--- src/rtl/load_store_unit.sv ---
// RV32I load/store unit: one data-memory access per request over a valid/ready bus.
// Build option LSU_MISALIGN_TRAP_EN: fault misaligned accesses instead of aligning them down.
module load_store_unit #(
    parameter int TIMEOUT = 16
) (
    input  logic        clk,
    input  logic        rst,
    input  logic        start,
    input  logic        is_store,
    input  logic [2:0]  funct3,
    input  logic [31:0] base,
    input  logic [31:0] offset,
    input  logic [31:0] store_data,
    input  logic [4:0]  rd_in,
    output logic        mem_req,
    output logic        mem_we,
    output logic [31:0] mem_addr,
    output logic [31:0] mem_wdata,
    output logic [3:0]  mem_wstrb,
    input  logic        mem_ready,
    input  logic [31:0] mem_rdata,
    output logic        busy,
    output logic        done,
    output logic        wb_en,
    output logic [4:0]  wb_rd,
    output logic [31:0] wb_data,
    output logic        misaligned,
    output logic        bus_err
);
    // state  | meaning
    // IDLE   | waiting for start
    // ACCESS | bus request outstanding, watchdog running
    // DONE   | one-cycle completion pulse and writeback
    typedef enum logic [1:0] {IDLE, ACCESS, DONE} state_t;
    state_t state, state_next;

    localparam int WDW = (TIMEOUT > 0) ? $clog2(TIMEOUT + 1) : 1;
    localparam logic [WDW-1:0] WD_LOAD = WDW'(TIMEOUT);

    logic [31:0] ea_raw, ea_acc, wdata_next, load_val;
    logic [15:0] rshift;
    logic [3:0]  strb_next;
    logic        size_half, size_word, trap, wd_expire;

    logic [1:0]     lane_q;
    logic [2:0]     funct3_q;
    logic           is_store_q, mis_q, err_q;
    logic [4:0]     rd_q;
    logic [WDW-1:0] wd_cnt;

    always_comb begin
        ea_raw    = base + offset;
        size_half = (funct3[1:0] == 2'b01);
        size_word = funct3[1];
        ea_acc    = ea_raw;
`ifdef LSU_MISALIGN_TRAP_EN
        trap = (size_half && ea_raw[0]) || (size_word && (ea_raw[1:0] != 2'b00));
`else
        trap = 1'b0;
        if (size_half) ea_acc[0] = 1'b0;
        if (size_word) ea_acc[1:0] = 2'b00;
`endif
        if (!is_store)     strb_next = 4'b0000;
        else if (size_word) strb_next = 4'b1111;
        else if (size_half) strb_next = 4'b0011 << ea_acc[1:0];
        else               strb_next = 4'b0001 << ea_acc[1:0];
        wdata_next = is_store ? (store_data << {ea_acc[1:0], 3'b000}) : 32'h0;
    end

    always_comb begin
        rshift = 16'(mem_rdata >> {lane_q, 3'b000});
        if (funct3_q[1])
            load_val = mem_rdata;
        else if (funct3_q[0])
            load_val = {{16{rshift[15] & ~funct3_q[2]}}, rshift[15:0]};
        else
            load_val = {{24{rshift[7] & ~funct3_q[2]}}, rshift[7:0]};
    end

    // mem_ready has priority over expiry, so expiry is only meaningful without it
    assign wd_expire = (TIMEOUT != 0) && (wd_cnt == WDW'(1)) && !mem_ready;

    always_ff @(posedge clk or posedge rst) begin
        if (rst) state <= IDLE;
        else     state <= state_next;
    end

    always_comb begin
        state_next = state;
        case (state)
            IDLE:    if (start) state_next = trap ? DONE : ACCESS;
            ACCESS:  if (mem_ready || wd_expire) state_next = DONE;
            DONE:    state_next = IDLE;
            default: state_next = IDLE;
        endcase
    end

    always_comb begin
        busy    = (state != IDLE);
        done    = (state == DONE);
        wb_en   = done && !is_store_q && !mis_q && !err_q && (rd_q != 5'd0);
        wb_rd   = rd_q;
        bus_err = done && err_q;
`ifdef LSU_MISALIGN_TRAP_EN
        misaligned = done && mis_q;
`else
        misaligned = 1'b0;
`endif
    end

    always_ff @(posedge clk or posedge rst) begin
        if (rst) begin
            lane_q     <= 2'b00;
            funct3_q   <= 3'b000;
            is_store_q <= 1'b0;
            rd_q       <= 5'd0;
            mis_q      <= 1'b0;
            err_q      <= 1'b0;
            wd_cnt     <= '0;
            wb_data    <= 32'h0;
            mem_req    <= 1'b0;
            mem_we     <= 1'b0;
            mem_addr   <= 32'h0;
            mem_wdata  <= 32'h0;
            mem_wstrb  <= 4'b0000;
        end else begin
            case (state)
                IDLE: if (start) begin
                    lane_q     <= ea_acc[1:0];
                    funct3_q   <= funct3;
                    is_store_q <= is_store;
                    rd_q       <= rd_in;
                    mis_q      <= trap;
                    err_q      <= 1'b0;
                    wd_cnt     <= WD_LOAD;
                    mem_req    <= !trap;
                    mem_we     <= is_store && !trap;
                    mem_addr   <= trap ? 32'h0 : {ea_acc[31:2], 2'b00};
                    mem_wdata  <= trap ? 32'h0 : wdata_next;
                    mem_wstrb  <= trap ? 4'b0000 : strb_next;
                end
                ACCESS: begin
                    if (mem_ready || wd_expire) begin
                        mem_req   <= 1'b0;
                        mem_we    <= 1'b0;
                        mem_addr  <= 32'h0;
                        mem_wdata <= 32'h0;
                        mem_wstrb <= 4'b0000;
                        wd_cnt    <= '0;
                        if (mem_ready && !is_store_q) wb_data <= load_val;
                        if (!mem_ready) err_q <= 1'b1;
                    end else if (TIMEOUT != 0) begin
                        wd_cnt <= wd_cnt - WDW'(1);
                    end
                end
                default: ;
            endcase
        end
    end
endmodule

--- config.mk ---
export PLATFORM = sky130hd
export DESIGN_NAME = load_store_unit
export DESIGN_NICKNAME = d
export VERILOG_FILES = /design/src/rtl/load_store_unit.sv
export SDC_FILE = /design/constraint.sdc
export NUM_CORES = 1
export LEC_CHECK = 0
export ABC_AREA = 1
export CORE_ASPECT_RATIO = 1.2
export CORE_MARGIN = 2
export CORE_UTILIZATION = 48
export DETAILED_ROUTE_END_ITERATION = 6
export PLACE_DENSITY = 0.84
export SETUP_SLACK_MARGIN = 0.4
export SYNTH_ARGS = -nofsm -noshare
export SYNTH_HDL_FRONTEND = slang
export SYNTH_SLANG_ARGS = --single-unit
export TNS_END_PERCENT = 20
--- constraint.sdc ---
create_clock -name clk -period 4.5 [get_ports clk]
set_input_delay 0.45 -clock clk [delete_from_list [all_inputs] [get_ports clk]]
set_output_delay 0.45 -clock clk [all_outputs]
set_load 0.01 [all_outputs]
* After elaboration in Yosys (flattened, before gate mapping)
Index checks and enable logic that the tools add are counted.
** Word-level totals
- Bits in registers :: 121
- Latch bits :: 0
- Memories :: 0
- RAM bits :: 0
- ROM bits :: 0
** Operators by class
- Shift operators :: 4
- Divide/modulo/power cells :: 0
- Reduce and logical (&&, ||, !) cells :: 20
- Multipliers :: 0
- Equal/unequal tests :: 7
- $add $sub $neg :: 2
- Bitwise gates (word level) :: 3
- Mux-type cells :: 31
- Magnitude comparators :: 0
** Operators with widths (number)
- 32-bit two-way mux :: 6
- 32-bit case mux with 2 select lines :: 2
- 32-bit adder :: 1
- 32-bit by 5-bit << shifter with 32-bit output :: 1
- 32-bit by 5-bit right shift with 16-bit output :: 1
- 4-bit two-way mux :: 5
- 5-bit two-way mux :: 2
- 5-bit case mux with 2 select lines :: 1
- 4-bit case mux with 2 select lines :: 1
- 1-bit two-way mux :: 7
- 1-bit logical AND :: 6
- 2-bit two-way mux :: 3
- 2-bit inequality test, second input constant :: 3
- 1-bit case mux with 2 select lines :: 3
- 2-bit AND reduction :: 3
- 3-bit AND reduction :: 2
- 5-bit by 1-bit equality test with 1-bit output, second input constant :: 1
- 5-bit nonzero test :: 1
- 5-bit by 1-bit subtractor with 5-bit output, second input constant :: 1
- 2-bit by 1-bit equality test with 1-bit output, second input constant :: 2
- 2-bit case mux with 2 select lines :: 1
- 4-bit AND reduction :: 1
- 2-bit nonzero test :: 2
- 1-bit by 2-bit << shifter with 4-bit output, first input constant :: 1
- other kinds (7) :: 10

* Logic depth before layout (Yosys ltp)
- Depth after elaboration :: 9
- Mapped depth :: 14

* Least setup slack after synthesis
Ideal clock, no wire load.
- Kind :: input to register
- From :: input port offset[0]
- To :: register mem_wdata[21]
- Data arrival time :: 1947 ps
- Setup slack :: 2457 ps
- Buffers on the path :: 1
- Required time :: 4405 ps
- Stages :: 9
- Cell sequence :: ha_1 inv_1 fa_1 nor2_1 inv_1 clkbuf_1 o21ai_0 a21oi_1 o31ai_1
** On the way
- Word-level cells in the longest chain between the ends :: 7
** RTL lines
- from (decl) :: line 12 : input logic [31:0] offset,
- 32-bit adder * :: line 52 : ea_raw = base + offset;
- 1-bit two-way mux :: line 60 : if (size_half) ea_acc[0] = 1'b0;
- 2-bit two-way mux * :: line 61 : if (size_word) ea_acc[1:0] = 2'b00;
- 32-bit by 5-bit << shifter with 32-bit output * :: line 67 : wdata_next = is_store ? (store_data << {ea_acc[1:0], 3'b000}) : 32'h0;
- 32-bit two-way mux * :: line 67
- 32-bit two-way mux * :: line 128 : IDLE: if (start) begin
- 32-bit case mux with 2 select lines * :: line 127 : case (state)
- to (signal assigned) :: line 139 : mem_wdata <= trap ? 32'h0 : wdata_next;
- to (decl) :: line 18 : output logic [31:0] mem_wdata,
Every way passes the cells marked *; elsewhere a longest branch is shown, timed or not. The select of a mux whose other input is x is not followed.
A chain may end at the register's enable or synchronous reset.

* Worst setup path in the final report
- From :: input port base[0]
- To :: register mem_wdata[6]
** On the way
- Word-level cells in the longest chain between the ends :: 7
** RTL lines
- from (decl) :: line 11 : input logic [31:0] base,
- 32-bit adder * :: line 52
- 1-bit two-way mux :: line 60
- 2-bit two-way mux * :: line 61
- 32-bit by 5-bit << shifter with 32-bit output * :: line 67
- 32-bit two-way mux * :: line 67
- 32-bit two-way mux * :: line 128
- 32-bit case mux with 2 select lines * :: line 127
Marks and branches as above.

==> run summary <==
Synth Register Bits -> 119
P&R area growth vs syn -> 40.1%
Remaining DRCs -> 0
Clock power frac -> 0.222
I/O Buffers -> 249
Register area share after synthesis -> 0.372
Routability congestion estimate -> 0.918
Synth warnings -> 0
Fin util -> 0.689
Core Rows -> 51
Post-DR wirelength/cell -> 15.3 µm
Sw Pwr -> 2440 µW
Outcome -> complete, no violations
Slew HR -> 0.379
Initial DRC Count -> 944
CTS Sinks -> 119
Die Ht -> 145 µm
Setup TNS -> 0 ns
Slew Limit Fails -> 0
Cts bufs inserted -> 17
Maximum clock rate -> 344 MHz
IO Pins -> 253
Vias -> 8,728
Maximum buffer depth of the clock tree -> 2
Antenna-violating nets left -> 0
CP startpoint kind -> input pin
Endpoints failing hold -> 0
CTS tree -> yes
Max Cap Violations -> 0
Largest net degree at the start of global routing -> 120
Critical path data required time -> 4.81 ns
Worst-case reg-to-reg path depth -> 7
Die Area -> 17,700 µm²
Die W -> 122 µm
Setup slack, reg-to-reg -> 2.13 ns
Setup violations, final -> 0
Synth Area per Inst -> 6.67 µm²
FF-to-FF End -> mem_addr[30]
Hold Crit Class -> flip-flop to flip-flop
Post-CTS sizing -> 0
Initial antenna violation count -> 2
Total GRT Usage -> 0.289
Area leader, netlist -> dfrtp_1
Root Buffer Master -> clkbuf_16
Cell area after synthesis -> 8000 µm²
Hold Crit Endpoint -> mem_wdata[27]
Core area -> 16,300 µm²
WP data arrival -> 3.21 ns
Ranking of synthesized cells by area -> dfrtp_1, nand2_1, inv_1
Hold_buf cts -> 0
Nets -> 1,609
Cell variety after synth -> 40
Peak VDD IR -> 0.235 mV
Average via count per standard cell -> 5.25
Hpwl dp -> 19,100 µm
Global-route wire length before repair -> 41,000 µm
Least-Margin Pin Slew -> 0.930 ns
Grt ovf -> 0
PwrDens -> 556 nW/µm²
Syn Inst Count -> 1,199
Critical path capture point type -> flip-flop
# H-tree levels -> 4
Drt first pass iters -> 6
Tmin final -> 2.90 ns
Leakage -> 0.00574 µW
Reg power frac -> 0.306
Reg2reg start -> wd_cnt[0]
Hold_sp -> mem_wdata[27]
Kind of critical path -> input pin to flip-flop
Internal power -> 3800 µW
Part of the cycle the worst path needs -> 0.645
Final wirelength -> 25,500 µm
Final Skew -> 0.00804 ns
Sw Share -> 0.391
Vias in the first global route -> 8,483
Worst hold stages -> 2
Post-CTS Setup Inserts -> 0
Worst-Skew Late Latency -> 0.42 ns
Post-synth top area share -> 0.372
Initial Utilization -> 0.492
Share of layout cells above drive strength 1 -> 0.0346
Max FO, Critical Path -> 30
RSZ-0062 raised after global routing -> no
Reg clk slew, reported paths -> 0.06 ns
Gate power share -> 0.472
area by class of cell:
type / instances / area, µm²
inverters: 167 / 632
clock buffers: 21 / 440
fillers: 1355 / 5060
well taps: 212 / 265
diodes: 2 / 5.00
multi-input cells: 873 / 4180
flip-flops and latches: 119 / 2980
repair buffers: 256 / 2560
clock inverters: 11 / 150
per-layer routing:
layer	share of wire	global-route usage
met2	0.50	0.505
met1	0.38	0.333
met4	0.042	0.139
met3	0.077	0.0584
met5	0	0
stage by stage:
stage          area (µm²)  setup slack (ns)  hold slack, ns  cells  total power, µW
2_1_floorplan        8010             0.893           0.468   1201             3420
3_3_place_gp        10600              1.34           0.456   1627             4760
3_5_place_dp        10600              1.21           0.458   1627             4840
4_1_cts             11200              1.61           0.473   1659             6240
5_1_grt             11200              1.35           0.496   1659             6630
6_report            11200              1.60           0.475   1661             6230
synth_stat cells (all sizes together):
cell    count
nand2     450
inv       167
dfrtp     119
a21oi      94
o21ai      84
nor2       82
nand3      64
ha         33
buf        28
clkbuf     14
o31ai      12
a22o        7
o211ai      7
o221ai      7
nor3        6
nand4       5
nand3b      3
o21bai      3
xnor2       3
xor2        3
o22ai       2
a21o        1
a31oi       1
and3        1
conb        1
fa          1
o41ai       1
cells in the final DEF, fill, tap and decap left out, drive strengths merged, types with 2 or more instances in the layout:
cell type      instances
a21oi                 94
a22o                   7
buf                    7
bufinv                 3
clkbuf                21
clkdlybuf4s50        249
clkinv                 5
clkinvlp               2
conb                   3
dfrtp                119
diode                  2
ha                    33
inv                  168
nand2                450
nand3                 64
nand3b                 3
nand4                  5
nor2                  82
nor3                   6
o211ai                 7
o21ai                 84
o21bai                 3
o221ai                 7
o22ai                  2
o31ai                 12
xnor2                  3
xor2                   3
worst max-delay path, stage by stage:
cell,delay [ns]
clkdlybuf4s50_1,0.46
ha_1,0.21
inv_1,0.07
fa_1,0.59
nor2_1,0.15
inv_1,0.67
nand2_1,0.30
o31ai_1,0.29
registers in the layout, summed over array words and instances, names as in the netlist:
name,flops
state,2
wd_cnt,5
mem_wstrb,4
wb_rd,5
err_q,1
mem_addr,30
mem_wdata,32
mem_req,1
mem_we,1
lane_q,2
is_store_q,1
funct3_q,3
wb_data,32
kinds of logic after synthesis:
family,after synthesis,synth area share
other,1,0.000469
xor gates and xnor gates,6,0.00657
DFF,119,0.372
and+or+nand+nor,611,0.306
AOI/OAI and AO/OA,219,0.155
adders and majority gates,34,0.0541
buffers and inverters,209,0.106
power by group through the flow:
stage	Combinational, µW	Sequential [µW]	Clock, µW
after global routing	3230	1960	1440
final	2940	1910	1380
after detailed placement	2930	1910	0
after global placement	2860	1900	0
after CTS	2950	1900	1390
after floorplan	1400	2020	0
worst max path at each step:
stage / from / to / slack [ns] / cells after the start
after global routing: base[0] / mem_wdata[7] / 1.35 / 8
after CTS: base[0] / mem_wdata[6] / 1.61 / 8
final: base[0] / mem_wdata[6] / 1.60 / 8
after floorplan: rst / err_q / 0.89 / 1
after global placement: offset[0] / mem_wdata[4] / 1.34 / 8
after detailed placement: base[0] / mem_wdata[6] / 1.21 / 8
Power figures use the tool's default switching activity.
